--- config.mk ---
export PLATFORM = sky130hd
export DESIGN_NAME = ibuffer_rd_burst_gen_flat
export DESIGN_NICKNAME = d
export VERILOG_FILES = /design/src/rtl/ibuffer_rd_burst_gen_pkg.sv /design/src/rtl/ibuffer_rd_burst_gen_if.sv /design/src/rtl/ibuffer_rd_burst_gen_fwdbwd_pipe.sv /design/src/rtl/ibuffer_rd_burst_gen.sv /design/src/flat_wrapper.sv
export SDC_FILE = /design/constraint.sdc
export NUM_CORES = 1
export LEC_CHECK = 0
export CAP_MARGIN = 5
export CORE_MARGIN = 4
export CORE_UTILIZATION = 50
export CTS_CLUSTER_SIZE = 14
export DETAILED_ROUTE_END_ITERATION = 16
export PLACE_DENSITY_LB_ADDON = 0.12
export RECOVER_POWER = 100
export SLEW_MARGIN = 20
export SYNTH_ARGS = -nofsm -noshare
export SYNTH_HDL_FRONTEND = slang
export SYNTH_HIERARCHICAL = 1
export SYNTH_SLANG_ARGS = --single-unit
--- constraint.sdc ---
create_clock -name clk -period 2.8 [get_ports clk]
set_input_delay 0.56 -clock clk [delete_from_list [all_inputs] [get_ports clk]]
set_output_delay 0.56 -clock clk [all_outputs]
set_load 0.1 [all_outputs]
--- src/rtl/ibuffer_rd_burst_gen_pkg.sv ---
// Shared constants and FSM state type for the input-buffer read path.
// No logic; constants only.
// No flow control; constants only.
package ibuf_pkg;

  localparam int IBUF_ADDR_W          = 15;
  localparam int IBUF_DATA_W          = 128;
  localparam int IBUF_DEPTH           = 24576;
  localparam int IBUF_LEN_W           = 16;
  localparam int IBUF_MAX_OUTSTANDING = 4;

  typedef enum logic [1:0] {
    IDLE  = 2'd0,
    ISSUE = 2'd1,
    DRAIN = 2'd2
  } ibuf_rd_state_e;

endpackage

--- src/rtl/ibuffer_rd_burst_gen_if.sv ---
// Descriptor, buffer port-a and output-stream signals of the burst read master.
// Pure wiring, no latency.
// Carries valid/ready on descriptor, request, return and output stream.
interface ibuffer_rd_burst_gen_if #(
  parameter int ADDR_W = ibuf_pkg::IBUF_ADDR_W,
  parameter int DATA_W = ibuf_pkg::IBUF_DATA_W,
  parameter int LEN_W  = ibuf_pkg::IBUF_LEN_W
) ();

  // descriptor
  logic              desc_valid;
  logic              desc_ready;
  logic [ADDR_W-1:0] desc_addr;
  logic [LEN_W-1:0]  desc_len;

  // buffer port a requests and returns
  logic              ibuf_cen;
  logic              ibuf_wen;
  logic              ibuf_last;
  logic [ADDR_W-1:0] ibuf_addr;
  logic              ibuf_ready;
  logic [DATA_W-1:0] ibuf_rdata;
  logic              ibuf_rvalid;
  logic              ibuf_rlast;
  logic              ibuf_rready;

  // output stream
  logic              m_valid;
  logic [DATA_W-1:0] m_data;
  logic              m_last;
  logic              m_ready;

  // burst generator side
  modport master (
    input  desc_valid, desc_addr, desc_len,
    input  ibuf_ready, ibuf_rdata, ibuf_rvalid, ibuf_rlast,
    input  m_ready,
    output desc_ready,
    output ibuf_cen, ibuf_wen, ibuf_last, ibuf_addr, ibuf_rready,
    output m_valid, m_data, m_last
  );

  // descriptor source, buffer and stream consumer side
  modport slave (
    output desc_valid, desc_addr, desc_len,
    output ibuf_ready, ibuf_rdata, ibuf_rvalid, ibuf_rlast,
    output m_ready,
    input  desc_ready,
    input  ibuf_cen, ibuf_wen, ibuf_last, ibuf_addr, ibuf_rready,
    input  m_valid, m_data, m_last
  );

endinterface

--- src/rtl/ibuffer_rd_burst_gen_fwdbwd_pipe.sv ---
// Full-throughput register slice with registered valid/data and registered ready.
// Latency: one cycle from in_valid to out_valid.
// Backpressure: a skid entry absorbs the beat in flight; in_ready drops once it is used.
module fwdbwd_pipe #(
  parameter int DATA_W = 8
) (
  input  logic              clk,
  input  logic              rst_n,
  input  logic              in_valid,
  output logic              in_ready,
  input  logic [DATA_W-1:0] in_data,
  output logic              out_valid,
  output logic [DATA_W-1:0] out_data,
  input  logic              out_ready
);

  logic              out_vld_q, out_vld_d;
  logic              skid_vld_q, skid_vld_d;
  logic              in_rdy_q;
  logic [DATA_W-1:0] out_dat_q;
  logic [DATA_W-1:0] skid_dat_q;
  logic              in_fire;
  logic              out_free;

  assign in_fire  = in_valid && in_rdy_q;
  assign out_free = out_ready || !out_vld_q;

  // Occupancy update: output register refills from skid first, else from the input.
  always_comb begin
    out_vld_d  = out_vld_q;
    skid_vld_d = skid_vld_q;
    if (out_free) begin
      if (skid_vld_q) begin
        out_vld_d  = 1'b1;
        skid_vld_d = 1'b0;
      end else begin
        out_vld_d  = in_fire;
      end
    end else if (in_fire) begin
      skid_vld_d = 1'b1;
    end
  end

  // Control registers; ready is low during reset and tracks skid emptiness after it.
  always_ff @(posedge clk or negedge rst_n) begin
    if (!rst_n) begin
      out_vld_q  <= 1'b0;
      skid_vld_q <= 1'b0;
      in_rdy_q   <= 1'b0;
    end else begin
      out_vld_q  <= out_vld_d;
      skid_vld_q <= skid_vld_d;
      in_rdy_q   <= !skid_vld_d;
    end
  end

  // Data registers follow the same steering as the valid bits.
  always_ff @(posedge clk or negedge rst_n) begin
    if (!rst_n) begin
      out_dat_q  <= '0;
      skid_dat_q <= '0;
    end else begin
      if (out_free) begin
        if (skid_vld_q) begin
          out_dat_q <= skid_dat_q;
        end else if (in_fire) begin
          out_dat_q <= in_data;
        end
      end else if (in_fire) begin
        skid_dat_q <= in_data;
      end
    end
  end

  assign in_ready  = in_rdy_q;
  assign out_valid = out_vld_q;
  assign out_data  = out_dat_q;

endmodule

--- src/rtl/ibuffer_rd_burst_gen.sv ---
// Burst read master for ibuffer port a: one descriptor -> sequential reads -> stream.
// Latency: requests start the cycle after accept; data reaches m_* one cycle after rvalid.
// Backpressure: m_ready stalls the slice, which stalls rready; requests cap at MAX_OUTSTANDING.
// Optional stall counter output perf_stall_cnt when IBUF_RD_PERF_CNT_EN is defined.
module ibuffer_rd_burst_gen
  import ibuf_pkg::*;
#(
  parameter int ADDR_W          = IBUF_ADDR_W,
  parameter int DATA_W          = IBUF_DATA_W,
  parameter int LEN_W           = IBUF_LEN_W,
  parameter int DEPTH           = IBUF_DEPTH,
  parameter int MAX_OUTSTANDING = IBUF_MAX_OUTSTANDING
) (
  input  logic                   clk,
  input  logic                   rst_n,
  ibuffer_rd_burst_gen_if.master bus,
  output logic                   busy,
  output logic                   done,
`ifdef IBUF_RD_PERF_CNT_EN
  output logic [31:0]            perf_stall_cnt,
`endif
  output logic                   err
);

  localparam int OUT_W = $clog2(MAX_OUTSTANDING + 1);

  ibuf_rd_state_e    state_q, state_d;
  logic [ADDR_W-1:0] addr_q;
  logic [LEN_W-1:0]  req_cnt_q;
  logic [LEN_W-1:0]  ret_cnt_q;
  logic [OUT_W-1:0]  outst_q;
  logic              err_q;
  logic              zero_done_q;
  logic              init_q;

  logic              desc_fire;
  logic              cen;
  logic              req_fire;
  logic              ret_fire;
  logic              ret_last;
  logic              m_fire_last;
  logic              slice_in_rdy;
  logic              slice_out_vld;
  logic [DATA_W:0]   slice_out_dat;

  assign desc_fire   = bus.desc_valid && bus.desc_ready;
  assign cen         = (state_q == ISSUE) && (outst_q < OUT_W'(MAX_OUTSTANDING));
  assign req_fire    = cen && bus.ibuf_ready;
  assign ret_fire    = bus.ibuf_rvalid && slice_in_rdy;
  assign ret_last    = (ret_cnt_q == LEN_W'(1));
  assign m_fire_last = slice_out_vld && bus.m_ready && slice_out_dat[DATA_W];

  // Next state: IDLE waits for a non-empty burst, ISSUE ends on the last request,
  // DRAIN ends when the last beat leaves the output slice.
  always_comb begin
    state_d = state_q;
    case (state_q)
      IDLE: begin
        if (desc_fire && (bus.desc_len != '0)) begin
          state_d = ISSUE;
        end
      end
      ISSUE: begin
        if (req_fire && (req_cnt_q == LEN_W'(1))) begin
          state_d = DRAIN;
        end
      end
      DRAIN: begin
        if (m_fire_last) begin
          state_d = IDLE;
        end
      end
      default: state_d = IDLE;
    endcase
  end

  // State register; init_q holds desc_ready low until the first clock after reset.
  always_ff @(posedge clk or negedge rst_n) begin
    if (!rst_n) begin
      state_q <= IDLE;
      init_q  <= 1'b0;
    end else begin
      state_q <= state_d;
      init_q  <= 1'b1;
    end
  end

  // Request address and the two beat counters (requests left, returns left).
  always_ff @(posedge clk or negedge rst_n) begin
    if (!rst_n) begin
      addr_q    <= '0;
      req_cnt_q <= '0;
      ret_cnt_q <= '0;
    end else if (desc_fire) begin
      addr_q    <= bus.desc_addr;
      req_cnt_q <= bus.desc_len;
      ret_cnt_q <= bus.desc_len;
    end else begin
      if (req_fire) begin
        addr_q    <= (addr_q == ADDR_W'(DEPTH - 1)) ? '0 : addr_q + 1'b1;
        req_cnt_q <= req_cnt_q - 1'b1;
      end
      if (ret_fire && (ret_cnt_q != '0)) begin
        ret_cnt_q <= ret_cnt_q - 1'b1;
      end
    end
  end

  // Requests accepted by the buffer whose data has not yet entered the slice.
  always_ff @(posedge clk or negedge rst_n) begin
    if (!rst_n) begin
      outst_q <= '0;
    end else begin
      case ({req_fire, ret_fire})
        2'b10:   outst_q <= outst_q + 1'b1;
        2'b01:   outst_q <= outst_q - 1'b1;
        default: outst_q <= outst_q;
      endcase
    end
  end

  // Sticky rlast mismatch flag and the delayed done for empty bursts.
  always_ff @(posedge clk or negedge rst_n) begin
    if (!rst_n) begin
      err_q       <= 1'b0;
      zero_done_q <= 1'b0;
    end else begin
      zero_done_q <= desc_fire && (bus.desc_len == '0);
      if (desc_fire) begin
        err_q <= 1'b0;
      end else if (ret_fire && (bus.ibuf_rlast != ret_last)) begin
        err_q <= 1'b1;
      end
    end
  end

`ifdef IBUF_RD_PERF_CNT_EN
  logic [31:0] perf_q;

  // Saturating count of ISSUE cycles lost to buffer backpressure or the outstanding cap.
  always_ff @(posedge clk or negedge rst_n) begin
    if (!rst_n) begin
      perf_q <= '0;
    end else if (desc_fire) begin
      perf_q <= '0;
    end else if ((state_q == ISSUE) &&
                 ((cen && !bus.ibuf_ready) || (outst_q == OUT_W'(MAX_OUTSTANDING))) &&
                 (perf_q != '1)) begin
      perf_q <= perf_q + 1'b1;
    end
  end

  assign perf_stall_cnt = perf_q;
`endif

  // Returned data plus its computed last flag travel through the slice together.
  fwdbwd_pipe #(
    .DATA_W (DATA_W + 1)
  ) u_slice (
    .clk       (clk),
    .rst_n     (rst_n),
    .in_valid  (bus.ibuf_rvalid),
    .in_ready  (slice_in_rdy),
    .in_data   ({ret_last, bus.ibuf_rdata}),
    .out_valid (slice_out_vld),
    .out_data  (slice_out_dat),
    .out_ready (bus.m_ready)
  );

  assign bus.desc_ready  = (state_q == IDLE) && init_q;
  assign bus.ibuf_cen    = cen;
  assign bus.ibuf_wen    = 1'b0;
  assign bus.ibuf_last   = cen && (req_cnt_q == LEN_W'(1));
  assign bus.ibuf_addr   = addr_q;
  assign bus.ibuf_rready = slice_in_rdy;
  assign bus.m_valid     = slice_out_vld;
  assign bus.m_data      = slice_out_dat[DATA_W-1:0];
  assign bus.m_last      = slice_out_dat[DATA_W];

  assign busy = (state_q != IDLE);
  assign done = ((state_q == DRAIN) && m_fire_last) || zero_done_q;
  assign err  = err_q;

endmodule

--- src/flat_wrapper.sv ---
// flat-port wrapper written by rule: the top's interface ports become plain ports
module ibuffer_rd_burst_gen_flat import ibuf_pkg::*;
#(
  parameter int ADDR_W          = IBUF_ADDR_W,
  parameter int DATA_W          = IBUF_DATA_W,
  parameter int LEN_W           = IBUF_LEN_W,
  parameter int DEPTH           = IBUF_DEPTH,
  parameter int MAX_OUTSTANDING = IBUF_MAX_OUTSTANDING
)
  (clk, rst_n, busy, done, err, bus_desc_valid, bus_desc_addr, bus_desc_len, bus_ibuf_ready, bus_ibuf_rdata, bus_ibuf_rvalid, bus_ibuf_rlast, bus_m_ready, bus_desc_ready, bus_ibuf_cen, bus_ibuf_wen, bus_ibuf_last, bus_ibuf_addr, bus_ibuf_rready, bus_m_valid, bus_m_data, bus_m_last);
  ibuffer_rd_burst_gen_if #(.ADDR_W(ADDR_W), .DATA_W(DATA_W), .LEN_W(LEN_W)) bus_i ();
  input  logic clk;
  input  logic rst_n;
  output logic busy;
  output logic done;
  output logic err;
  input wire logic [$bits(bus_i.desc_valid)-1:0] bus_desc_valid;
  input wire logic [$bits(bus_i.desc_addr)-1:0] bus_desc_addr;
  input wire logic [$bits(bus_i.desc_len)-1:0] bus_desc_len;
  input wire logic [$bits(bus_i.ibuf_ready)-1:0] bus_ibuf_ready;
  input wire logic [$bits(bus_i.ibuf_rdata)-1:0] bus_ibuf_rdata;
  input wire logic [$bits(bus_i.ibuf_rvalid)-1:0] bus_ibuf_rvalid;
  input wire logic [$bits(bus_i.ibuf_rlast)-1:0] bus_ibuf_rlast;
  input wire logic [$bits(bus_i.m_ready)-1:0] bus_m_ready;
  output wire logic [$bits(bus_i.desc_ready)-1:0] bus_desc_ready;
  output wire logic [$bits(bus_i.ibuf_cen)-1:0] bus_ibuf_cen;
  output wire logic [$bits(bus_i.ibuf_wen)-1:0] bus_ibuf_wen;
  output wire logic [$bits(bus_i.ibuf_last)-1:0] bus_ibuf_last;
  output wire logic [$bits(bus_i.ibuf_addr)-1:0] bus_ibuf_addr;
  output wire logic [$bits(bus_i.ibuf_rready)-1:0] bus_ibuf_rready;
  output wire logic [$bits(bus_i.m_valid)-1:0] bus_m_valid;
  output wire logic [$bits(bus_i.m_data)-1:0] bus_m_data;
  output wire logic [$bits(bus_i.m_last)-1:0] bus_m_last;
  assign bus_i.desc_valid = bus_desc_valid;
  assign bus_i.desc_addr = bus_desc_addr;
  assign bus_i.desc_len = bus_desc_len;
  assign bus_i.ibuf_ready = bus_ibuf_ready;
  assign bus_i.ibuf_rdata = bus_ibuf_rdata;
  assign bus_i.ibuf_rvalid = bus_ibuf_rvalid;
  assign bus_i.ibuf_rlast = bus_ibuf_rlast;
  assign bus_i.m_ready = bus_m_ready;
  assign bus_desc_ready = bus_i.desc_ready;
  assign bus_ibuf_cen = bus_i.ibuf_cen;
  assign bus_ibuf_wen = bus_i.ibuf_wen;
  assign bus_ibuf_last = bus_i.ibuf_last;
  assign bus_ibuf_addr = bus_i.ibuf_addr;
  assign bus_ibuf_rready = bus_i.ibuf_rready;
  assign bus_m_valid = bus_i.m_valid;
  assign bus_m_data = bus_i.m_data;
  assign bus_m_last = bus_i.m_last;
  ibuffer_rd_burst_gen #(.ADDR_W(ADDR_W), .DATA_W(DATA_W), .LEN_W(LEN_W), .DEPTH(DEPTH), .MAX_OUTSTANDING(MAX_OUTSTANDING)) u_core (.clk(clk), .rst_n(rst_n), .bus(bus_i), .busy(busy), .done(done), .err(err));
endmodule
==> key figures <==
Placed design
  – Final RePlAce weighted congestion: 0.866
  – Placed instance area: roughly 0.018 sq mm
  – I/O Buffers: between 300 and 400
  – Worst slack at placement: around 0.36 ns
  – Detailed Place HPWL: 24.4 mm

STA
  – RSZ-0062 raised after global routing: true
  – Max Slew Vio Count: 72
  – Slack of the critical path: 0.0540 ns
  – Clock Skews: ~0.0094 ns
  – Worst slew pin tran: 1.95 ns
  – Final hold vios: 0
  – Fin crit share: 98.1%
  – Endpoints failing setup: 0
  – Max-slew headroom at the worst pin: -30.2%
  – Tmin final: 2.75 ns
  – Highest Clock Rate: about 0.36 GHz

Global route
  – Gr usage total: a little over a fifth
  – Number of global-route vias before repair: 10.2k
  – Largest net degree at the start of global routing: 107
  – First-pass GRT wire length: between 50 and 60 mm
  – Grt ovf: 0
  – Initial antenna violation count: 3

Critical path
  – Worst Setup Start Kind: register
  – Worst setup EP type: output pin
  – Reg-to-Reg End: u_core/u_slice/out_data[51]
  – Reg2reg setup slack: 0.40 ns
  – Crit path launch: u_core/req_cnt_q[12]
  – Path depth of the worst reg2reg path: 5
  – Crit path kind: register to output pin
  – Arrival time worst endpoint: 2.19 ns
  – Crit path required time: roughly 2.2 ns
  – Worst Setup EP: bus_ibuf_last
  – Crit Path Max Fanout: 3
  – R2R Path Start: u_core/u_slice/skid_vld_q

Route
  – Post-Route WL: 35.0 mm
  – Via count: about 10k
  – Initial DRC Count: 382
  – Drt wl/cell: 19.4 um
  – TritonRoute pass-1 iters: 5
  – DRC: 0
  – Vias/cell: ~5.4
  – Routed Antenna Nets: 0

Floorplanning
  – # IOs: 319
  – Die width: 181 um
  – Core Rows: 63
  – Initial Util: 50.5%
  – Core area: around 0.030 sq mm
  – Die area: 0.0327 sq mm
  – Die H: 181 um

Logic synthesis
  – Top_reg_cell synth: dfrtp_1
  – Post-Syn Nets: between 1k and 1.5k
  – Avg Cell Area, Syn: approximately 14 sq um
  – Distinct cells, synth: 63
  – Synth Instances: 1,039
  – Async S/R FF share, synth: 100%
  – FF+latch count, synth: about 320
  – Yosys warning count: 6
  – Sequential-to-total area share from yosys stat: a little over half
  – Mapped Area: 0.0149 sq mm
  – Post-synth EDFFs: 0

Clock tree
  – CTS root buffer: clkbuf_16
  – Hold-fix buffers, CTS: 0
  – Number of buffers created by CTS: 36
  – Clk sinks: 316
  – Clk buf depth: 3
  – CTS tree: done
  – Clock Latency Late Sink: 0.50 ns
  – Clock transition at path regs: 0.06 ns
  – H-tree lvl count: 2

Power
  – PD cells: 1130 mW/mm^2
  – Leak: 7.44 nW
  – Peak supply drop: 781 uV

Status
  – Failing checks: max-capacitance violations, max-slew violations
  – Outcome: finished with violations

Cells and area
  – Layout overhead on the synthesized area: 22.0%
  – Commonest non-fill, non-tap cell in the layout: dfrtp_1
  – Layout cells sized above 1: 28.5%
  – Commonest cells after routing, fill and taps aside: dfrtp_1 (314), mux2_2 (288), clkbuf_1 (167)
  – # fillers: 2,564
  – Fin nets: 1,559
  – Final instance area: 0.0182 sq mm

Run
  – Max-cap check violation count: 1

Worst hold path
  – Hold Path Class: register to register
registers in the layout (all words and copies together), names as in the netlist:
| signal | flops |
|---|---|
| u_core/bus.ibuf_addr | 15 |
| u_core/err | 1 |
| u_core/init_q | 1 |
| u_core/outst_q | 3 |
| u_core/req_cnt_q | 16 |
| u_core/ret_cnt_q | 16 |
| u_core/state_q | 2 |
| u_core/u_slice/in_ready | 1 |
| u_core/u_slice/out_data | 129 |
| u_core/u_slice/out_valid | 1 |
| u_core/u_slice/skid_dat_q | 129 |
| u_core/u_slice/skid_vld_q | 1 |
| u_core/zero_done_q | 1 |
cell families after synthesis:
kind of cell	after synthesis	synth area share, %
flip-flops	316	52.9
multiplexers	389	31.8
AND/OR/NAND/NOR	162	5.95
adder cells (fa/ha/maj)	7	0.637
AO/OA/AOI/OAI	84	3.86
XOR/XNOR	15	0.879
other	2	0.0503
buffers and inverters	64	3.86
stage by stage:
| stage | util, % | power [mW] | TNS (ns) | hold WS, ns | instances |
|---|---|---|---|---|---|
| final | 61.7 | 20.7 | 0 | 0.484 | 1800 |
| after global routing | 61.7 | 21.7 | -0.0267 | 0.497 | 1800 |
| after CTS | 65.6 | 22.1 | -0.0146 | 0.0391 | 1799 |
| after detailed placement | 61.6 | 17.4 | 0 | 0.487 | 1731 |
| after global placement | 61.6 | 17.2 | 0 | 0.480 | 1731 |
| after floorplan | - | 15.0 | -0.253 | 0.264 | 1039 |
Yosys cell counts (2+ instances only):
cell type | count | area share (%)
nand4_1 | 8 | 0.34
a31oi_1 | 3 | 0.13
and2_1 | 4 | 0.17
a21o_1 | 2 | 0.10
ha_1 | 6 | 0.50
or4_1 | 2 | 0.10
o211ai_1 | 10 | 0.50
a211oi_1 | 2 | 0.10
or2b_1 | 2 | 0.10
nand2b_1 | 4 | 0.17
o311ai_0 | 10 | 0.59
xor2_1 | 9 | 0.53
or4_4 | 3 | 0.23
a21oi_1 | 11 | 0.37
buf_4 | 2 | 0.10
mux2_2 | 288 | 22
buf_6 | 28 | 2.1
conb_1 | 2 | 0.050
mux2_4 | 100 | 10
a22oi_1 | 3 | 0.15
nor3b_1 | 4 | 0.20
nor3_1 | 9 | 0.30
o21ai_0 | 25 | 0.84
a221o_1 | 7 | 0.47
nor2_1 | 25 | 0.63
nand2_1 | 42 | 1.1
buf_8 | 10 | 1.0
nand3_1 | 24 | 0.80
nor4_1 | 11 | 0.46
dfrtp_1 | 316 | 53
nand4b_1 | 2 | 0.12
buf_2 | 5 | 0.17
or3_1 | 7 | 0.29
xnor2_1 | 6 | 0.35
clkbuf_1 | 9 | 0.23
nand3b_1 | 2 | 0.10
inv_1 | 9 | 0.23
nor3_4 | 2 | 0.22
worst min path at each step:
stage	slack (ns)	end	cells after the start	startpoint
after floorplan	0.26	u_core/bus.ibuf_addr[0]	0	rst_n
after detailed placement	0.49	u_core/u_slice/skid_dat_q[103]	1	u_core/u_slice/skid_dat_q[103]
after CTS	0.04	u_core/u_slice/out_data[80]	1	rst_n
after global placement	0.48	u_core/u_slice/skid_dat_q[88]	1	u_core/u_slice/skid_dat_q[88]
after global routing	0.50	u_core/u_slice/out_data[13]	1	u_core/u_slice/out_data[13]
final	0.48	u_core/u_slice/out_data[64]	1	u_core/u_slice/out_data[64]
critical path: stages (launching register included):
cell	delay, ns
dfrtp_1	0.39
or4_4	0.57
nor4b_4	0.23
nand2_2	0.12
nor3_4	0.17
buf_12	0.20
area by class of cell:
cell class              instances  area (sq um)  area share, %
flip-flops and latches        316          7910           43.4
multi-input cells             659          6120           33.6
repair buffers                363          2550           14.0
clock buffers                  51          1040           5.70
well taps                     390           488           2.68
clock inverters                10          78.8          0.433
inverters                      10          37.5          0.206
diodes                          1          2.50         0.0137
metal layers:
metal	wire length [um]	global-route usage, %	vias up	part of all wire (%)
met4	805	6.17	4	2.3
met5	20	0	-	0.057
met3	2250	4.17	57	6.4
li1	-	-	4502	-
met1	15700	30.4	4880	45
met2	16200	32.4	314	46
repair_timing:
item	4_1_cts	5_1_grt
buffers inserted	7	0
endpoints found under the setup margin	1	1
gates cloned	0	0
pin swaps	4	2
gates resized for setup	6	0
where the power goes:
group	switching [mW]	internal [mW]
Clock	1.78	2.67
Combinational	7.06	2.12
Sequential	0.997	6.06
(Power assumes the default switching activity.)
